<file path="src/rtl/mem_stage_lsu_if.sv">
//============================================================================
// mem_stage_lsu_if : data-memory req/ack bus between the LSU and dmem
// Rev 1.0
//============================================================================
`default_nettype none

interface mem_stage_lsu_if #(
    parameter int ADDR_W = 32
);
    logic              dmem_req;
    logic              dmem_we;
    logic [ADDR_W-1:0] dmem_addr;
    logic [3:0]        dmem_be;
    logic [31:0]       dmem_wdata;
    logic              dmem_ack;
    logic [31:0]       dmem_rdata;

    modport master (
        output dmem_req, dmem_we, dmem_addr, dmem_be, dmem_wdata,
        input  dmem_ack, dmem_rdata
    );

    modport slave (
        input  dmem_req, dmem_we, dmem_addr, dmem_be, dmem_wdata,
        output dmem_ack, dmem_rdata
    );
endinterface

`default_nettype wire

</file>
<file path="src/rtl/mem_stage_lsu.sv">
//============================================================================
// mem_stage_lsu : MEM-stage load/store unit with variable-latency dmem port
// Rev 1.0
//============================================================================
`default_nettype none

module mem_stage_lsu #(
    parameter int ADDR_W  = 32,
    parameter int TIMEOUT = 255
) (
    input  wire logic              clk,
    input  wire logic              reset,
    input  wire logic              req_valid,
    input  wire logic              req_write,
    input  wire logic [1:0]        req_size,
    input  wire logic              req_signed,
    input  wire logic [ADDR_W-1:0] req_addr,
    input  wire logic [31:0]       req_wdata,
    output logic                   stall,
    output logic [31:0]            rdata,
    output logic                   rdata_valid,
    output logic                   fault,
    mem_stage_lsu_if.master        dmem
);

    localparam int CNT_W = $clog2(TIMEOUT + 1);

    typedef enum logic [1:0] {
        S_IDLE = 2'd0,
        S_WAIT = 2'd1,
        S_DONE = 2'd2
    } state_t;

    state_t          state;
    logic [CNT_W-1:0] tmo_cnt;
    logic [1:0]      lane_q;
    logic [1:0]      size_q;
    logic            signed_q;

    logic            req_legal;
    logic [3:0]      be_c;
    logic [31:0]     wdata_c;
    logic [7:0]      byte_sel;
    logic [15:0]     half_sel;
    logic [31:0]     load_ext;

    always_comb begin
        req_legal = 1'b0;
        be_c      = 4'b1111;
        wdata_c   = req_wdata;
        case (req_size)
            2'b00: begin
                req_legal = 1'b1;
                be_c      = 4'b0001 << req_addr[1:0];
                wdata_c   = {4{req_wdata[7:0]}};
            end
            2'b01: begin
                req_legal = ~req_addr[0];
                be_c      = req_addr[1] ? 4'b1100 : 4'b0011;
                wdata_c   = {2{req_wdata[15:0]}};
            end
            2'b10:   req_legal = (req_addr[1:0] == 2'b00);
            default: req_legal = 1'b0;
        endcase
        if (!req_write) begin
            wdata_c = 32'h0;
        end
    end

    // Lane select uses the address/size captured at accept, not the live inputs
    always_comb begin
        byte_sel = 8'h0;
        case (lane_q)
            2'b00:   byte_sel = dmem.dmem_rdata[7:0];
            2'b01:   byte_sel = dmem.dmem_rdata[15:8];
            2'b10:   byte_sel = dmem.dmem_rdata[23:16];
            default: byte_sel = dmem.dmem_rdata[31:24];
        endcase
        half_sel = lane_q[1] ? dmem.dmem_rdata[31:16] : dmem.dmem_rdata[15:0];
        case (size_q)
            2'b00:   load_ext = signed_q ? {{24{byte_sel[7]}}, byte_sel} : {24'h0, byte_sel};
            2'b01:   load_ext = signed_q ? {{16{half_sel[15]}}, half_sel} : {16'h0, half_sel};
            default: load_ext = dmem.dmem_rdata;
        endcase
    end

    // Gated by reset so the hazard unit sees no stall while held in reset
    assign stall = (state == S_WAIT) || ((state == S_IDLE) && req_valid && reset);

    always_ff @(posedge clk or negedge reset) begin
        if (!reset) begin
            state           <= S_IDLE;
            tmo_cnt         <= '0;
            lane_q          <= 2'b00;
            size_q          <= 2'b00;
            signed_q        <= 1'b0;
            rdata           <= 32'h0;
            rdata_valid     <= 1'b0;
            fault           <= 1'b0;
            dmem.dmem_req   <= 1'b0;
            dmem.dmem_we    <= 1'b0;
            dmem.dmem_addr  <= '0;
            dmem.dmem_be    <= 4'b0000;
            dmem.dmem_wdata <= 32'h0;
        end else begin
            rdata_valid <= 1'b0;
            fault       <= 1'b0;
            case (state)
                S_IDLE: begin
                    if (req_valid) begin
                        if (req_legal) begin
                            dmem.dmem_req   <= 1'b1;
                            dmem.dmem_we    <= req_write;
                            dmem.dmem_addr  <= {req_addr[ADDR_W-1:2], 2'b00};
                            dmem.dmem_be    <= be_c;
                            dmem.dmem_wdata <= wdata_c;
                            lane_q          <= req_addr[1:0];
                            size_q          <= req_size;
                            signed_q        <= req_signed;
                            tmo_cnt         <= '0;
                            state           <= S_WAIT;
                        end else begin
                            fault       <= 1'b1;
                            rdata_valid <= 1'b1;
                            rdata       <= 32'h0;
                            state       <= S_DONE;
                        end
                    end
                end
                S_WAIT: begin
                    if (dmem.dmem_ack) begin
                        dmem.dmem_req <= 1'b0;
                        rdata         <= dmem.dmem_we ? 32'h0 : load_ext;
                        rdata_valid   <= 1'b1;
                        state         <= S_DONE;
                    end else if (tmo_cnt == CNT_W'(TIMEOUT)) begin
                        dmem.dmem_req <= 1'b0;
                        rdata         <= 32'h0;
                        fault         <= 1'b1;
                        rdata_valid   <= 1'b1;
                        state         <= S_DONE;
                    end else begin
                        tmo_cnt <= tmo_cnt + 1'b1;
                    end
                end
                S_DONE:  state <= S_IDLE;
                default: state <= S_IDLE;
            endcase
        end
    end

endmodule

`default_nettype wire

</file>
<file path="src/flat_wrapper.sv">
// flat-port wrapper written by rule: the top's interface ports become plain ports
module mem_stage_lsu_flat 
#(
    parameter int ADDR_W  = 32,
    parameter int TIMEOUT = 255
)
  (clk, reset, req_valid, req_write, req_size, req_signed, req_addr, req_wdata, stall, rdata, rdata_valid, fault, dmem_dmem_req, dmem_dmem_we, dmem_dmem_addr, dmem_dmem_be, dmem_dmem_wdata, dmem_dmem_ack, dmem_dmem_rdata);
  mem_stage_lsu_if #(.ADDR_W(ADDR_W)) dmem_i ();
  input  wire logic clk;
  input  wire logic reset;
  input  wire logic req_valid;
  input  wire logic req_write;
  input  wire logic [1:0] req_size;
  input  wire logic req_signed;
  input  wire logic [ADDR_W-1:0] req_addr;
  input  wire logic [31:0] req_wdata;
  output logic stall;
  output logic [31:0] rdata;
  output logic rdata_valid;
  output logic fault;
  output wire logic [$bits(dmem_i.dmem_req)-1:0] dmem_dmem_req;
  output wire logic [$bits(dmem_i.dmem_we)-1:0] dmem_dmem_we;
  output wire logic [$bits(dmem_i.dmem_addr)-1:0] dmem_dmem_addr;
  output wire logic [$bits(dmem_i.dmem_be)-1:0] dmem_dmem_be;
  output wire logic [$bits(dmem_i.dmem_wdata)-1:0] dmem_dmem_wdata;
  input wire logic [$bits(dmem_i.dmem_ack)-1:0] dmem_dmem_ack;
  input wire logic [$bits(dmem_i.dmem_rdata)-1:0] dmem_dmem_rdata;
  assign dmem_dmem_req = dmem_i.dmem_req;
  assign dmem_dmem_we = dmem_i.dmem_we;
  assign dmem_dmem_addr = dmem_i.dmem_addr;
  assign dmem_dmem_be = dmem_i.dmem_be;
  assign dmem_dmem_wdata = dmem_i.dmem_wdata;
  assign dmem_i.dmem_ack = dmem_dmem_ack;
  assign dmem_i.dmem_rdata = dmem_dmem_rdata;
  mem_stage_lsu #(.ADDR_W(ADDR_W), .TIMEOUT(TIMEOUT)) u_core (.clk(clk), .reset(reset), .req_valid(req_valid), .req_write(req_write), .req_size(req_size), .req_signed(req_signed), .req_addr(req_addr), .req_wdata(req_wdata), .stall(stall), .rdata(rdata), .rdata_valid(rdata_valid), .fault(fault), .dmem(dmem_i));
endmodule
</file>
<file path="config.mk">
export PLATFORM = sky130hd
export DESIGN_NAME = mem_stage_lsu_flat
export DESIGN_NICKNAME = d
export VERILOG_FILES = /design/src/rtl/mem_stage_lsu_if.sv /design/src/rtl/mem_stage_lsu.sv /design/src/flat_wrapper.sv
export SDC_FILE = /design/constraint.sdc
export NUM_CORES = 1
export LEC_CHECK = 0
export BUFFER_PORTS_ARGS = -buffer_cell sky130_fd_sc_hd__buf_2
export CAP_MARGIN = 20
export CORE_AREA = 5 5 117 119
export CTS_BUF_LIST = sky130_fd_sc_hd__clkbuf_4
export DETAILED_ROUTE_END_ITERATION = 7
export DIE_AREA = 0 0 122 124
export PLACE_DENSITY = 0.81
export SLEW_MARGIN = 20
export SYNTH_ARGS = -nofsm -noshare
export SYNTH_HDL_FRONTEND = slang
export SYNTH_SLANG_ARGS = --single-unit
</file>
<file path="constraint.sdc">
create_clock -name clk -period 1.8 [get_ports clk]
set_input_delay 0.36 -clock clk [delete_from_list [all_inputs] [get_ports clk]]
set_output_delay 0.36 -clock clk [all_outputs]
set_load 0.02 [all_outputs]
</file>
==> impl_metrics.toml <==
[critical_path]
arrival_ns = 2.38
required_ns = 2.21
startpoint_type = "flop"
setup.worst_path.end_class = "flop"
path_max_fanout = 8
r2r_cells = 4
critPathBufInv = 0
r2r_end = "u_core.rdata[21]"
crit_type = "flop to flop"
rr_startpoint = "u_core.state[1]"
path_cells = "or3b_1, or3_4, a21boi_4, a221o_1"
crit_family = "simple AND/OR/NAND/NOR gates"
slowest_delay_ns = 0.45
critical-path-slowest-cell = "dfrtp_2"
reg2reg_slack_ns = -0.16

[die]
die_y_microns = 124
start_util_pct = 44.75
num_rows = 41
dieWidth_microns = 122
dieArea_sq_um = 15130
core_area_sq_um = 12470
pin_count = 209

[clock_tree]
cts_tree = "done"
clk_latency_ns = 0.53
cts.path.max_buffers = 2
cts_made_buffers = 17
h-tree-depth = 4
clk_pin_slew_worst_paths_ns = 0.10
root_buffer = "clkbuf_4"
cts.sink_count = 117

[pwr]
powerDensity_nw_per_um2 = 1235
ir_worst_vdd_uv = 614.1
p_leak_nw = 4.269

[layout]
final_cell_mix = "buf_2 (204), nand2_1 (193), dfrtp_1 (116)"
syn2layout_area_growth_pct = 41.21
multi_input_area_sq_um = 2571
postLayoutCoreUtil_pct = 63.18
stdcell_area_sq_um = 7876
fill_cells = 1061
final_common_cell = "buf_2"
nets = 957
drive_gt1_share_pct = 38.19
regArea_sq_um = 2929

[global_route]
grt_max_degree = 118
antenna_found_initial = 2
grt_remaining_overflow = 0
grt_pass1_wl_microns = 28350
grt_use_total_pct = 24.21
use_met2_pct = 38.92
grt_pass1_vias = 5570
met3_usage_pct = 7.947
busiest_layer = "met2"
grtUsageMet1_pct = 29.35

[drt]
drt_first_iter_violations = 518
dr.pass1.iters = 7
wire_per_inst_microns = 17.70
vias = 5659
drc = 0
postRouteAntennaNets = 0
wl_microns = 18370
vias_per_cell = 5.452

[timing]
drv_slew = 0
tightest_slew_ns = 0.7065
max_freq_mhz = 509.1
period_share_pct = 109.1
finalSetupViolCount = 29
hold_ws_ns = 0.07948
rsz0062_at_grt = "yes"
skew_ns = 0.01093
finalCriticalPeriod_ns = 1.964
relSlewSlack_pct = 52.90
hold_violations = 0
fin_ws_ns = -0.1643

[yosys]
synthAdderAreaFrac_pct = 0.2243
synth-edff-count = 0
synth.top_cell.area_share_pct = 52.49
netlist.top_cell.by_area = "dfrtp_1"
synth-xor-area-share_pct = 0.4711
synth_top_family_by_area = "simple AND/OR/NAND/NOR gates"
synth.area.top_cells = "dfrtp_1 (52%), nand2_1 (13%), mux2_2 (4.4%), a221o_1 (4.3%), nand3_1 (3.3%)"
synth-main-ff-cell = "dfrtp_1"
synth_seq_cells = 117
synth_cell_types = 56
yosysWarnings = 0
synth_seq_area_share_pct = 52.49
syn_inst = 581
synthSimpleGateAreaFrac_pct = 20.55
synth_area_per_cell_sq_um = 9.600
syn_area_sq_um = 5578
muxShareOfSynthArea_pct = 6.640
synth-compound-area-share_pct = 15.66
synthArstFlopShare_pct = 100.0

[placement]
dp_slack_ns = -0.2836
placedInstanceArea_sq_um = 7052
gp_congestion = 0.9028
hpwl_microns = 12110
port_buffers = 206

[hold_path]
hold_depth = 2
worstHoldEndpoint = "u_core.rdata[18]"
worstHoldStart = "dmem_dmem_rdata[18]"
hold_class = "primary input to flop"

[outcome]
failed_checks = "setup timing"
status = "complete, but fails checks"

[flow_run]
maxCapViolations = 0
[cell usage after synthesis, drive strengths merged (10+ instances only)]
cell type and instances:
nand3 37, buf 12, a21oi 10, mux2i 10, a221o 24, a22o 15
clkbuf 31, mux2 22, dfrtp 117, o21ai 19, nand2 193
[report_power, final]
group	internal [W]	switching, W
Sequential	0.00336	0.000450
Clock	0.000963	0.000980
Combinational	0.00159	0.00238
[routing by layer]
| layer | vias to the layer above | part of all wire, % |
|---|---|---|
| met5 | - | 0 |
| met2 | 352 | 48 |
| li1 | 2584 | - |
| met1 | 2664 | 39 |
| met4 | 0 | 3.4 |
| met3 | 59 | 9.8 |
[worst reg2reg max path, stage by stage, from the launching register on]
cell and delay (ns):
dfrtp_2 0.45, or3b_1 0.40, or3_4 0.40, a21boi_4 0.21, a221o_1 0.39
[stage by stage]
stage	setup TNS [ns]	std cells	power, W
after floorplan	-1.300	582	0.006063
after global placement	-6.403	962	0.007483
after detailed placement	-7.903	962	0.007595
after CTS	-4.101	1032	0.009697
after global routing	-4.544	1038	0.01031
final	-3.653	1038	0.009725
[registers in the layout, summed over array words and instances, names as in the netlist]
| signal | cells |
|---|---|
| u_core.dmem.dmem_be | 4 |
| u_core.rdata | 32 |
| u_core.size_q | 2 |
| u_core.signed_q | 1 |
| u_core.dmem.dmem_req | 1 |
| u_core.dmem.dmem_we | 1 |
| u_core.state | 2 |
| u_core.dmem.dmem_wdata | 32 |
| u_core.fault | 1 |
| u_core.lane_q | 2 |
| u_core.dmem.dmem_addr | 30 |
| u_core.tmo_cnt | 8 |
| u_core.rdata_valid | 1 |
[worst max-delay path by stage]
stage	end	cells past startpoint	slack, ns	startpoint
floorplan	u_core.rdata[10]	5	-0.07	u_core.state[0]
global placement	u_core.rdata[3]	7	-0.23	req_addr[0]
global route	stall	4	-0.21	u_core.state[0]
CTS	stall	4	-0.21	u_core.state[1]
detailed placement	u_core.rdata[4]	6	-0.28	u_core.tmo_cnt[0]
finish	u_core.rdata[21]	4	-0.16	u_core.state[1]
[cell families after synthesis]
kind of cell	count (synthesis)
AOI/OAI and AO/OA	110
adders and majority gates	1
muxes	33
DFF	117
and+or+nand+nor	266
buffers and inverters	50
other	1
xor gates and xnor gates	3
[cell type report]
type | instances | area share [%]
Clock inverter | 12 | 1.747
Sequential cell | 117 | 37.19
Clock buffer | 19 | 1.811
Timing Repair Buffer | 291 | 23.48
Antenna cell | 2 | 0.06354
Tap cell | 172 | 2.732
Inverter | 7 | 0.3336
Multi-Input combinational cell | 418 | 32.65
[repair_timing]
item	in CTS	in global routing
resized for setup	13	11
hold buffers	32	0
pin swaps	3	7
gates cloned	3	1
endpoints found under the hold margin	148	0
buffers inserted	4	3
setup endpoints to repair	45	75
Note: power is estimated with default switching activity, not from simulation.
